==> src/rtl/spi_word_serializer.sv <==
// spi_word_serializer
// Buffers W-bit words in a small circular FIFO and presents them one byte
// at a time to an SPI slave shifter, in MSB-first or LSB-first order.
//
// Handshake: a word is accepted when data_ready=1 and full=0. A write seen
// while full=1 is dropped and sets the sticky overflow flag. On the output
// side, send=1 means byte_data/byte_index hold a byte that has not been
// consumed yet. The shifter consumes it with a single-cycle next_byte pulse,
// and the next byte is presented on the following cycle. next_byte is
// ignored while send=0.
module spi_word_serializer #(
  parameter int WORD_BYTES = 4,
  parameter int DEPTH      = 4,
  parameter bit MSB_FIRST  = 1'b1,
  localparam int W    = 8 * WORD_BYTES,
  localparam int IDXW = (WORD_BYTES > 1) ? $clog2(WORD_BYTES) : 1,
  localparam int PW   = $clog2(DEPTH),
  localparam int LW   = PW + 1
) (
  input  logic            clock,
  input  logic            reset,
  input  logic [W-1:0]    data,
  input  logic            data_ready,
  output logic            full,
  output logic [LW-1:0]   level,
  output logic            overflow,
  input  logic            clear_overflow,
  input  logic            next_byte,
  output logic            send,
  output logic [7:0]      byte_data,
  output logic [IDXW-1:0] byte_index,
  output logic            frame_start,
  output logic            fsm_state
);

  typedef enum logic {
    S_IDLE  = 1'b0,
    S_SHIFT = 1'b1
  } state_t;

  state_t state, state_nxt;

  logic [W-1:0]    mem [DEPTH];
  logic [PW-1:0]   wr_ptr, rd_ptr;
  logic [LW-1:0]   count, count_nxt;
  logic            full_q;
  logic            overflow_q;

  logic            push;
  logic            drop;
  logic            pop;
  logic            advance;
  logic            last_byte;

  logic [W-1:0]    word_q;
  logic [IDXW-1:0] idx_q;
  logic [7:0]      byte_q;

  // Byte at send position pos of word w, honouring the configured order.
  function automatic logic [7:0] pick_byte(input logic [W-1:0] w,
                                           input logic [IDXW-1:0] pos);
    logic [7:0] r;
    r = '0;
    for (int k = 0; k < WORD_BYTES; k++) begin
      if (IDXW'(k) == pos) begin
        if (MSB_FIRST)
          r = w[8*(WORD_BYTES-1-k) +: 8];
        else
          r = w[8*k +: 8];
      end
    end
    return r;
  endfunction

  // Write side: the registered full flag gates acceptance, so a write while
  // full is dropped even if the serializer pops in the same cycle.
  assign push = data_ready && !full_q;
  assign drop = data_ready && full_q;

  assign last_byte = (idx_q == IDXW'(WORD_BYTES - 1));

  // State register of the serializer.
  always_ff @(posedge clock or posedge reset) begin
    if (reset)
      state <= S_IDLE;
    else
      state <= state_nxt;
  end

  // Next-state and pop/advance decisions. Pops look only at the current
  // occupancy, so a word written this cycle is never popped this cycle.
  always_comb begin
    state_nxt = state;
    pop       = 1'b0;
    advance   = 1'b0;
    case (state)
      S_IDLE: begin
        if (count != '0) begin
          pop       = 1'b1;
          state_nxt = S_SHIFT;
        end
      end
      S_SHIFT: begin
        if (next_byte) begin
          if (!last_byte) begin
            advance = 1'b1;
          end else if (count != '0) begin
            pop = 1'b1;
          end else begin
            state_nxt = S_IDLE;
          end
        end
      end
      default: state_nxt = S_IDLE;
    endcase
  end

  // Occupancy after this cycle's push/pop; a simultaneous push and pop cancel.
  always_comb begin
    count_nxt = count;
    case ({push, pop})
      2'b10:   count_nxt = count + LW'(1);
      2'b01:   count_nxt = count - LW'(1);
      default: count_nxt = count;
    endcase
  end

  // FIFO pointers, occupancy and the registered full flag.
  always_ff @(posedge clock or posedge reset) begin
    if (reset) begin
      wr_ptr <= '0;
      rd_ptr <= '0;
      count  <= '0;
      full_q <= 1'b0;
    end else begin
      if (push)
        wr_ptr <= wr_ptr + PW'(1);
      if (pop)
        rd_ptr <= rd_ptr + PW'(1);
      count  <= count_nxt;
      full_q <= (count_nxt == LW'(DEPTH));
    end
  end

  // FIFO storage; contents need no reset because occupancy guards reads.
  always_ff @(posedge clock) begin
    if (push)
      mem[wr_ptr] <= data;
  end

  // Sticky overflow: a drop in the same cycle as a clear keeps it set.
  always_ff @(posedge clock or posedge reset) begin
    if (reset)
      overflow_q <= 1'b0;
    else if (drop)
      overflow_q <= 1'b1;
    else if (clear_overflow)
      overflow_q <= 1'b0;
  end

  // Shift register, byte position and registered output byte.
  always_ff @(posedge clock or posedge reset) begin
    if (reset) begin
      word_q <= '0;
      idx_q  <= '0;
      byte_q <= '0;
    end else if (pop) begin
      word_q <= mem[rd_ptr];
      idx_q  <= '0;
      byte_q <= pick_byte(mem[rd_ptr], '0);
    end else if (advance) begin
      idx_q  <= idx_q + IDXW'(1);
      byte_q <= pick_byte(word_q, idx_q + IDXW'(1));
    end
  end

  assign full        = full_q;
  assign level       = count;
  assign overflow    = overflow_q;
  assign send        = (state == S_SHIFT);
  assign byte_data   = byte_q;
  assign byte_index  = idx_q;
  assign frame_start = (state == S_SHIFT) && (idx_q == '0);
  assign fsm_state   = state;

endmodule

==> config.mk <==
export PLATFORM = sky130hd
export DESIGN_NAME = spi_word_serializer
export DESIGN_NICKNAME = d
export VERILOG_FILES = /design/src/rtl/spi_word_serializer.sv
export SDC_FILE = /design/constraint.sdc
export NUM_CORES = 1
export LEC_CHECK = 0
export CAP_MARGIN = 20
export CORE_MARGIN = 2
export CORE_UTILIZATION = 40
export DETAILED_ROUTE_END_ITERATION = 7
export GPL_TIMING_DRIVEN = 0
export PLACE_DENSITY_LB_ADDON = 0.15
export SYNTH_ARGS = -nofsm -noshare
export SYNTH_HDL_FRONTEND = slang
export SYNTH_SLANG_ARGS = --single-unit
==> constraint.sdc <==
create_clock -name clock -period 3.9 [get_ports clock]
set_input_delay 0.78 -clock clock [delete_from_list [all_inputs] [get_ports clock]]
set_output_delay 0.78 -clock clock [all_outputs]
set_load 0.02 [all_outputs]
# Word level (Yosys, flattened, before mapping)
# Memory sizes are Yosys's and may differ from the RTL's.
# Index checks and enable logic that the tools add are counted.
# classes
addsub	5
multipliers	0
div	0
n_lt_le_gt_ge	0
eq_ne	7
shift	0
n_mux	23
n_bitwise	1
reduce_logical	9
# op_table
op	count
8-bit 2-to-1 mux	6
1-bit 2-to-1 mux	12
2-bit by 1-bit adder with 2-bit output, second input constant	3
3-bit one-hot mux with 2 select lines	1
2-bit == test, first input constant	2
2-bit == test, second input constant	2
2-bit logical NOT	2
2-bit 2-to-1 mux	2
1-bit one-hot mux with 2 select lines	2
2-bit nonzero test	2
3-bit by 1-bit adder with 3-bit output, second input constant	1
3-bit == test, second input constant	1
1-bit logical AND	3
3-bit nonzero test	1
3-bit by 1-bit subtractor with 3-bit output, second input constant	1
1-bit by 2-bit == test with 1-bit output, first input constant	1
2-bit by 1-bit == test with 1-bit output, second input constant	1
1-bit logical NOT	1
1-bit inverter	1
# word_totals
ff_bits	52
latch_bits	0
ram_bits	128
rom_bits	0
input_bits	37
out_inout_bits	18
word_cells	55
n_memories	1
# mem_list
name	depth	word_bits	read_ports	rd_clocked_by_memory_dff	wr	line_no	text
mem	4	32	1	0	1	43	logic [W-1:0] mem [DEPTH];

# Logic depth before layout (Yosys ltp)
# logic_depth
depth_word	8
mapped_depth	12

# Worst setup path after synthesis
# Ideal clock, no wire load.
# synth_path
path_kind	register -> register
startpoint	register idx_q[0] (netlist: byte_index[0])
endpoint	register full_q (netlist: full)
setup_ps	88
t_arrival_ps	2531
t_required_ps	3812
slack_ps	1281
path_stages_with_launch	13
n_path_buf	2
synth_period_minus_slack_ps	2619
path_cell_list	dfrtp_1 -> ha_1 -> a21bo_2 -> nand2b_1 -> buf_2 -> inv_2 -> buf_2 -> ha_1 -> fa_1 -> xnor2_1 -> nor2_1 -> xor2_1 -> nor3b_1
# synth_via
elab_chain_len	7
# synth_rtl
item	line_no	text
start, declared	56	logic [IDXW-1:0] idx_q;
start signal, assigned	172	idx_q <= idx_q + IDXW'(1);
2-bit == test (*)	80	assign last_byte = (idx_q == IDXW'(WORD_BYTES - 1));
1-bit 2-to-1 mux (*)	105	if (!last_byte) begin
1-bit 2-to-1 mux (*)	104	if (next_byte) begin
1-bit one-hot mux with 2 select lines (*)	96	case (state)
named net pop	51	logic pop;
2-bit by 1-bit == test with 1-bit output or 2-bit == test (tied branches)	121	case ({push, pop})
3-bit one-hot mux with 2 select lines (*)	121	
named net count_nxt[2]	45	logic [LW-1:0] count, count_nxt;
3-bit == test (*)	141	full_q <= (count_nxt == LW'(DEPTH));
end signal, assigned	141	
end, declared	46	logic full_q;
# The timed path passes the listed nets; every way through them passes the cells marked *.
# A chain may end at the register's enable or synchronous reset.

# Final worst setup path
# layout_path
startpoint	input port next_byte
endpoint	register full_q (netlist: full)
# layout_via
elab_chain_len	5
# layout_rtl
item	line_no	text
start, declared	28	input logic next_byte,
1-bit 2-to-1 mux (*)	104	
1-bit one-hot mux with 2 select lines (*)	96	
named net pop	51	
2-bit by 1-bit == test with 1-bit output or 2-bit == test (tied branches)	121	
3-bit one-hot mux with 2 select lines (*)	121	
named net count_nxt[2]	45	
3-bit == test (*)	141	
# Marks and branches as above.

==> impl_metrics.ini <==
[global_route]
grt_start_max_net_pins = 33
grt.busiest_layer = met2
grt.total_usage_pct = 16.0
grt_pass1_vias = 3974
use_met1_pct = 21.2
antenna_found_initial = 0
use_met2_pct = 25.2
grt-ovfl-total = 0
grt_pass1_wl_mm = 21.7
use_met3_pct = 5.00

[final_layout]
fill_cells = 1472
drive_above_1_share_pct = 18.0
final_common_cell = edfxtp_1
multi_input_area_mm2 = 0.00178
final_cell_mix = edfxtp_1, nand2_1, clkdlybuf4s50_1
areaGrowthSynthToFinish_pct = 21.5
seq_area_mm2 = 0.00514
antenna_cells = 0
nets = 573
instances_no_fill = 763

[yosys]
netlist_area_mm2 = 0.00712
async_flop_share_pct = 28.9
synthFlopType = edfxtp_1
syn_area_per_cell_um2 = 15.9
ys.warnings.count = 0
syn_nets = 495
synth-seq-cells = 180
yosysSeqAreaShare_pct = 72.3
synth_cells = 447
synth-edff-count = 128
ys_types = 35

[floorplanning]
core-area_mm2 = 0.0174
die_h_um = 137
initial_core_util_pct = 41.0
rows = 48
die_w_um = 137
die-area_mm2 = 0.0189
io_pins = 55

[critical_path]
cp_slowest_cell = clkdlybuf4s50_1
cp_num_buf_inv = 4
arrival_ps = 3260
crit_chain = clkdlybuf4s50_1, a21bo_2, nand2b_1, buf_2, inv_2, buf_2, ha_1, fa_1, xnor2_1, nor2_1, xor2_1, nor3b_1
r2r-end = full$_DFF_PP0_
crit_family = buffers and inverters
end_kind = flip-flop
crit_fanout = 10
start_kind = input port
r2r_start = byte_index[0]$_DFFE_PP0P_
ff2ff_path_depth = 12
worstPathRequired_ps = 4230
startpoint = next_byte
r2r_slack_ps = 980
cp_slowest_stage_delay_ps = 440
crit_type = in -> reg
cp_common_cell = buf_2
endpoint = full$_DFF_PP0_
cp_num_cells = 12

[timing]
fmax_mhz = 340
period_share_pct = 75.3
worst_slew_pin_slew_ps = 605
finalSetupViolCount = 0
fin_tns_setup_ps = 0
hold_viol = 0
slew_violations = 0
grt_setup_unrepaired = false
worst_clock_skew_ps = 11.7
period_minus_slack_ps = 2940
timing.slew.headroom_pct = 59.5

[placed_design]
gp_congestion = 0.820
portBuffers = 54
dp_hpwl_mm = 9.32
place_inst = 731

[clock_tree]
cts_setup_buffers = 0
root_buffer = clkbuf_16
clk_pin_slew_ps = 70
clk_path_buf_depth = 2
insertion_delay_ps = 430
cts_tree = done
h-tree-depth = 4
cts_resized = 0
cts.sinks = 180
cts_buffers = 17
cts_hold_buffers = 0

[routing]
drc = 0
vias = 3738
drtPass1Iterations = 4
wl_per_cell_um = 17.6
vias_per_cell = 4.90
routed_wl_mm = 13.4
drt-initial-drc-count = 266
postRouteAntennaNets = 0

[hold_path]
min_path_type = reg -> reg

[job]
cap_violations = 0

[pwr]
powerDensity_mw_per_mm2 = 760
p_leak_nw = 3.23
ir_drop_v = 0.000419

[status]
status = completed
-- routing by layer --
metal | vias to the layer above | wire, um
met4 | 0 | 225
li1 | 1780 | -
met1 | 1871 | 6060
met2 | 72 | 6520
met5 | - | 0
met3 | 15 | 631
-- logic make-up after synthesis --
kind of cell / share of synthesized area (%)
flip-flops: 72.3
AND/OR/NAND/NOR: 8.45
XOR/XNOR: 0.738
adder cells (fa/ha/maj): 2.04
AO/OA/AOI/OAI: 3.48
buffers and inverters: 2.72
multiplexers: 10.3
-- where the power goes --
group | total (mW) | switching [mW] | internal [mW]
sequential | 2.78 | 0.213 | 2.57
clock | 1.72 | 0.694 | 1.02
combinational | 2.07 | 1.11 | 0.963
-- worst min path at each step --
| stage | from | endpoint | slack, ps | cells after the start |
|---|---|---|---|---|
| detailed placement | word_q[12]$_DFFE_PP0P_ | word_q[12]$_DFFE_PP0P_ | 470 | 2 |
| global route | word_q[30]$_DFFE_PP0P_ | word_q[30]$_DFFE_PP0P_ | 500 | 2 |
| floorplan | word_q[0]$_DFFE_PP0P_ | word_q[0]$_DFFE_PP0P_ | 450 | 2 |
| CTS | word_q[12]$_DFFE_PP0P_ | word_q[12]$_DFFE_PP0P_ | 480 | 2 |
| global placement | word_q[0]$_DFFE_PP0P_ | word_q[0]$_DFFE_PP0P_ | 460 | 2 |
| finish | word_q[12]$_DFFE_PP0P_ | word_q[12]$_DFFE_PP0P_ | 480 | 2 |
-- cell type report --
class,instances,area share [%]
Buffer,24,1.85
Inverter,9,0.391
Tap cell,225,3.26
Multi-Input combinational cell,234,20.6
Sequential cell,180,59.5
Clock buffer,19,5.12
Timing Repair Buffer,59,7.41
Clock inverter,13,1.82
-- sequential cells by signal, summed over array words and instances (netlist names) --
register and flops:
byte_index 2, word_q 32, fsm_state 1, byte_data 8, level 3, rd_ptr 2, full 1, overflow 1
wr_ptr 2, mem 128
-- worst reg2reg max path, stage by stage (launching register included) --
cell	delay, ps
dfrtp_1	460
ha_1	300
a21bo_2	240
nand2b_1	70
buf_2	170
inv_2	90
buf_2	200
ha_1	240
fa_1	390
xnor2_1	130
nor2_1	110
xor2_1	180
nor3b_1	260
-- synthesized netlist by cell type (2+ instances only) --
cell type / instances / share of area [%]
and2_1: 5 / 0.44
clkbuf_1: 4 / 0.21
a221o_1: 6 / 0.84
o21ai_0: 11 / 0.77
xnor2_1: 5 / 0.62
nor2_1: 9 / 0.47
buf_4: 2 / 0.21
nor2b_1: 9 / 0.79
edfxtp_1: 128 / 54
buf_6: 4 / 0.63
inv_1: 8 / 0.42
ha_1: 10 / 1.8
dfrtp_1: 52 / 18
nand3_1: 8 / 0.56
mux4_2: 32 / 10
a21oi_1: 16 / 1.1
buf_2: 12 / 0.84
nand2_1: 109 / 5.7
-- metrics by stage --
step / total power [mW] / hold WS [ps] / area, um^2 / worst slack (ps) / utilization, %
after floorplan: 4.19 / 446 / 7120 / 1280 / -
after global placement: 4.85 / 461 / 7940 / 308 / 45.7
after detailed placement: 4.94 / 468 / 8050 / 472 / 46.4
after CTS: 6.67 / 484 / 8650 / 928 / 49.8
after global routing: 6.99 / 505 / 8650 / 700 / 49.8
final: 6.57 / 477 / 8650 / 962 / 49.8
Power figures use the tool's default switching activity.
==> RTL change 1 (config.mk and constraints unchanged) <==
`MSB_FIRST`: 1'b1 -> 1'b0.
--- a/src/rtl/spi_word_serializer.sv
+++ b/src/rtl/spi_word_serializer.sv
@@ -11,7 +11,7 @@
 module spi_word_serializer #(
   parameter int WORD_BYTES = 4,
   parameter int DEPTH      = 4,
-  parameter bit MSB_FIRST  = 1'b1,
+  parameter bit MSB_FIRST  = 1'b0,
   localparam int W    = 8 * WORD_BYTES,
   localparam int IDXW = (WORD_BYTES > 1) ? $clog2(WORD_BYTES) : 1,
   localparam int PW   = $clog2(DEPTH),
Function: changed (a bounded check fails within 4 cycles, from zero or initial values and one cycle with reset high).
==> RTL change 1 against the unedited design <==
  * Maximum frequency down 1.7%
  * Count of clock-buffer cells in the layout down 1
  * Critical path depth decreased by 3
  * Via count up 2.7%
  * Sequential cell count is the same
  * Total power is 2.3% higher
  * Worst setup slack got worse by 0.050 ns
  * Cell count is 0.13% lower
  * Synthesized area grew 0.77%
  * Cell area increased by 0.82%
  * Critical path type unchanged
  * Wire length rose by 3.4%
  * First-iteration DRC count down 27%
  * Global-route usage decreased by 0.094 points
==> RTL change 1: results <==
[yosys]
ys_seq_area_share_pct = 71.7
synth_area_per_cell_sq_um = 16.1
synth_cell_types = 34
synth_area_leaders = edfxtp_1 54%, dfrtp_1 18%, mux4_2 6.9%
syn_nets = 494
yosys-top-cells-count = 128 x edfxtp_1, 100 x nand2_1, 52 x dfrtp_1

[clock_tree]
htreeDepth = 4
clk_pin_slew_ns = 0.07
numCtsBuffers = 17

[critical_path]
worst_ep_arrival_time_ns = 3.33
critPathMaxStageDelay_ns = 0.51
r2r_slack_ns = 0.92

[sta]
setup_ws_ns = 0.913
hold_ws_ns = 0.479
worstMarginPinSlew_ns = 0.511

[global_route]
gr-usage-all-layers_pct = 15.9
grt_pass1_vias = 4044
grt_max_degree = 45
grt_pass1_wl_mm = 21.9

[power_and_ir_drop]
p_sw_uw = 2130
ir_drop_v = 0.000396
p_comb_share_pct = 32.2
p_clk_share_pct = 26.3
clock_power_uw = 1770
p_leak_uw = 0.00331

[final_layout]
layout.nets = 572
drive_gt1_share_pct = 15.5

[drt]
wirelength_mm = 13.9
vias = 3839
viasPerCell = 5.04
drtIter0Drc = 195

[placement]
hpwl_mm = 9.12
portBuffers = 54
dp_slack_ns = 0.481
gp_congestion = 0.771
dp.cells = 730

[status]
status = completed
## RTL change 1: changes by cell type after synthesis, sizes merged, moves of 2 or more
cell and change:
a31oi +8, a21oi -8, o21ai -2, a21o +8, nand3 -8, or2 -2
a221o -6, o211ai +7, buf -3, nor2 +3, nand2 -8, and3 +8
## RTL change 1: cells by family after synthesis
kind of cell | after synthesis | synth area share [%]
and+or+nand+nor | 139 | 8.30
AOI/OAI and AO/OA | 44 | 3.89
adders and majority gates | 11 | 2.02
muxes | 34 | 10.9
xor gates and xnor gates | 7 | 0.855
DFF | 180 | 71.7
buffers and inverters | 31 | 2.34
## RTL change 1: layout make-up
class	instances	area (sq um)
fill	1495	8700
sequential	180	5140
multi-input combinational	235	1870
timing repair buffer	59	641
clock buffer	18	429
tap	225	282
clock inverter	14	188
buffer	22	134
inverter	9	33.8
## RTL change 1: path summary, 6_finish.rpt
kind / depth (start not counted) / to / startpoint
hold reg to reg: 1 / word_q[5]$_DFFE_PP0P_ / word_q[5]$_DFFE_PP0P_
setup / recovery: 9 / full$_DFF_PP0_ / next_byte
setup reg to reg: 12 / full$_DFF_PP0_ / byte_index[0]$_DFFE_PP0P_
hold / removal: 1 / word_q[5]$_DFFE_PP0P_ / word_q[5]$_DFFE_PP0P_
max in group asynchronous: 3 / word_q[20]$_DFFE_PP0P_ / reset
min in group asynchronous: 2 / wr_ptr[0]$_DFFE_PP0P_ / reset
## RTL change 1: per-layer routing
| metal | vias up | share of wire [%] | track usage (%) |
|---|---|---|---|
| met3 | 17 | 4.1 | 4.17 |
| met2 | 80 | 49 | 25.7 |
| met4 | 0 | 2.1 | 5.44 |
| met1 | 1933 | 45 | 21.0 |
| li1 | 1809 | - | - |
| met5 | - | 0 | 0 |
==> RTL change 2 (same flow settings) <==
Without the edit above. Make the reset (`reset`) synchronous in 4 clocked blocks.
--- a/src/rtl/spi_word_serializer.sv
+++ b/src/rtl/spi_word_serializer.sv
@@ -80,7 +80,7 @@
   assign last_byte = (idx_q == IDXW'(WORD_BYTES - 1));
 
   // State register of the serializer.
-  always_ff @(posedge clock or posedge reset) begin
+  always_ff @(posedge clock) begin
     if (reset)
       state <= S_IDLE;
     else
@@ -126,7 +126,7 @@
   end
 
   // FIFO pointers, occupancy and the registered full flag.
-  always_ff @(posedge clock or posedge reset) begin
+  always_ff @(posedge clock) begin
     if (reset) begin
       wr_ptr <= '0;
       rd_ptr <= '0;
@@ -149,7 +149,7 @@
   end
 
   // Sticky overflow: a drop in the same cycle as a clear keeps it set.
-  always_ff @(posedge clock or posedge reset) begin
+  always_ff @(posedge clock) begin
     if (reset)
       overflow_q <= 1'b0;
     else if (drop)
@@ -159,7 +159,7 @@
   end
 
   // Shift register, byte position and registered output byte.
-  always_ff @(posedge clock or posedge reset) begin
+  always_ff @(posedge clock) begin
     if (reset) begin
       word_q <= '0;
       idx_q  <= '0;
Check against the original RTL: differs if reset is asserted again (counterexample within 4 cycles, from zero or initial values and one cycle with reset high); with reset held inactive, the same outputs for 10 cycles.
==> RTL change 2 against the unedited design <==
  * Register-to-register slack improved by 0.28 ns
  * Critical path type unchanged
  * Global-route usage up 0.088 points
  * Cell area hardly changed
  * Worst setup slack better by 0.19 ns
  * Total power fell by 4.1%
  * Synthesized area about the same
  * Wire length up 3.7%
  * Sequential cell count increased by 2
==> RTL change 2: results <==
[status]
status = completed

[power_and_ir_drop]
netSwitchingFraction_pct = 30.5
p_leak_uw = 0.00287
total_power_uw = 6310
p_clk_share_pct = 27.4
power_leader = sequential cells
powerComb_uw = 1970
ir_drop_v = 0.000402

[yosys]
syn_nets = 517
ys_seq_area_share_pct = 69.2
synth_area_leaders = edfxtp_1 54%, dfxtp_1 15%, mux4_2 10%
synth_xor_area_share_pct = 0.861
synth_cell_types = 43
synth-async-reset-ratio_pct = 0
synth_compound_area_share_pct = 6.59
synthMuxAreaShare_pct = 10.3
yosys-top-cells-count = 128 x edfxtp_1, 77 x nand2_1, 54 x dfxtp_1
synthAdderAreaFrac_pct = 2.04
synth_flop_cell = edfxtp_1
netlist_instances = 469

[placement]
dp_slack_ns = 0.715
gp_congestion = 0.788
portBuffers = 53
dp.cells = 751
hpwl_mm = 9.72
place_area_sq_mm = 0.00805

[drt]
wirelength_mm = 13.9
vias = 3994
drtIter0Drc = 210
viasPerCell = 5.10

[final_layout]
layout.nets = 593
largest_reg_flops = 128
drive_gt1_share_pct = 17.4

[critical_path]
cp_slowest_cell = clkdlybuf4s50_1
timing.rr.start = byte_index[1]$_SDFFE_PP0P_
worst_ep_arrival_time_ns = 3.05
critPathMaxStageDelay_ns = 0.51
rr_worst_depth = 13
r2r_slack_ns = 1.26
crit_end = full$_SDFF_PP0_

[sta]
worstMarginPinSlew_ns = 0.596
max_freq_ghz = 0.364
fin_skew_ns = 0.0111
hold_ws_ns = 0.454

[global_route]
grt_pass1_wl_mm = 22.1
gr-usage-all-layers_pct = 16.1
grt_max_degree = 20
grt_pass1_vias = 4084

[clock_tree]
clock_latency_ns = 0.42
cts_root_buf = clkbuf_16

[min_path]
min_from = word_q[10]$_SDFFE_PP0N_
min_to = word_q[10]$_SDFFE_PP0N_
[RTL change 2: cell count changes in the layout (fill, tap and decap cells not counted), moves of 5 or more]
cell / change
dfxtp_1: +54
dfrtp_1: -52
nand2_1: -32
a21oi_1: +29
inv_1: +8
nand3_1: -7
nor3_1: +7
buf_12: -6
nor2b_1: -6
nor2_1: +5
[RTL change 2: area by class of cell]
class	count	area [sq um]
plain buffers	27	200
inverters	16	60.1
multi-input cells	244	1940
clock buffers	20	437
well taps	225	282
fillers	1432	8710
repair buffers	57	641
flip-flops and latches	182	4920
clock inverters	12	159
[RTL change 2: kinds of logic after synthesis]
kind of cell	count (synthesis)
compound gates	75
xor+xnor	7
fa+ha+maj	11
buf+inv	43
flops	182
mux	33
simple gates	118
[RTL change 2: routing by layer]
metal | track usage, % | wire length [um] | up-vias
met5 | 0 | 0 | -
met4 | 5.15 | 156 | 0
met3 | 3.86 | 612 | 12
met2 | 25.1 | 6640 | 92
met1 | 22.2 | 6530 | 2004
li1 | - | - | 1886
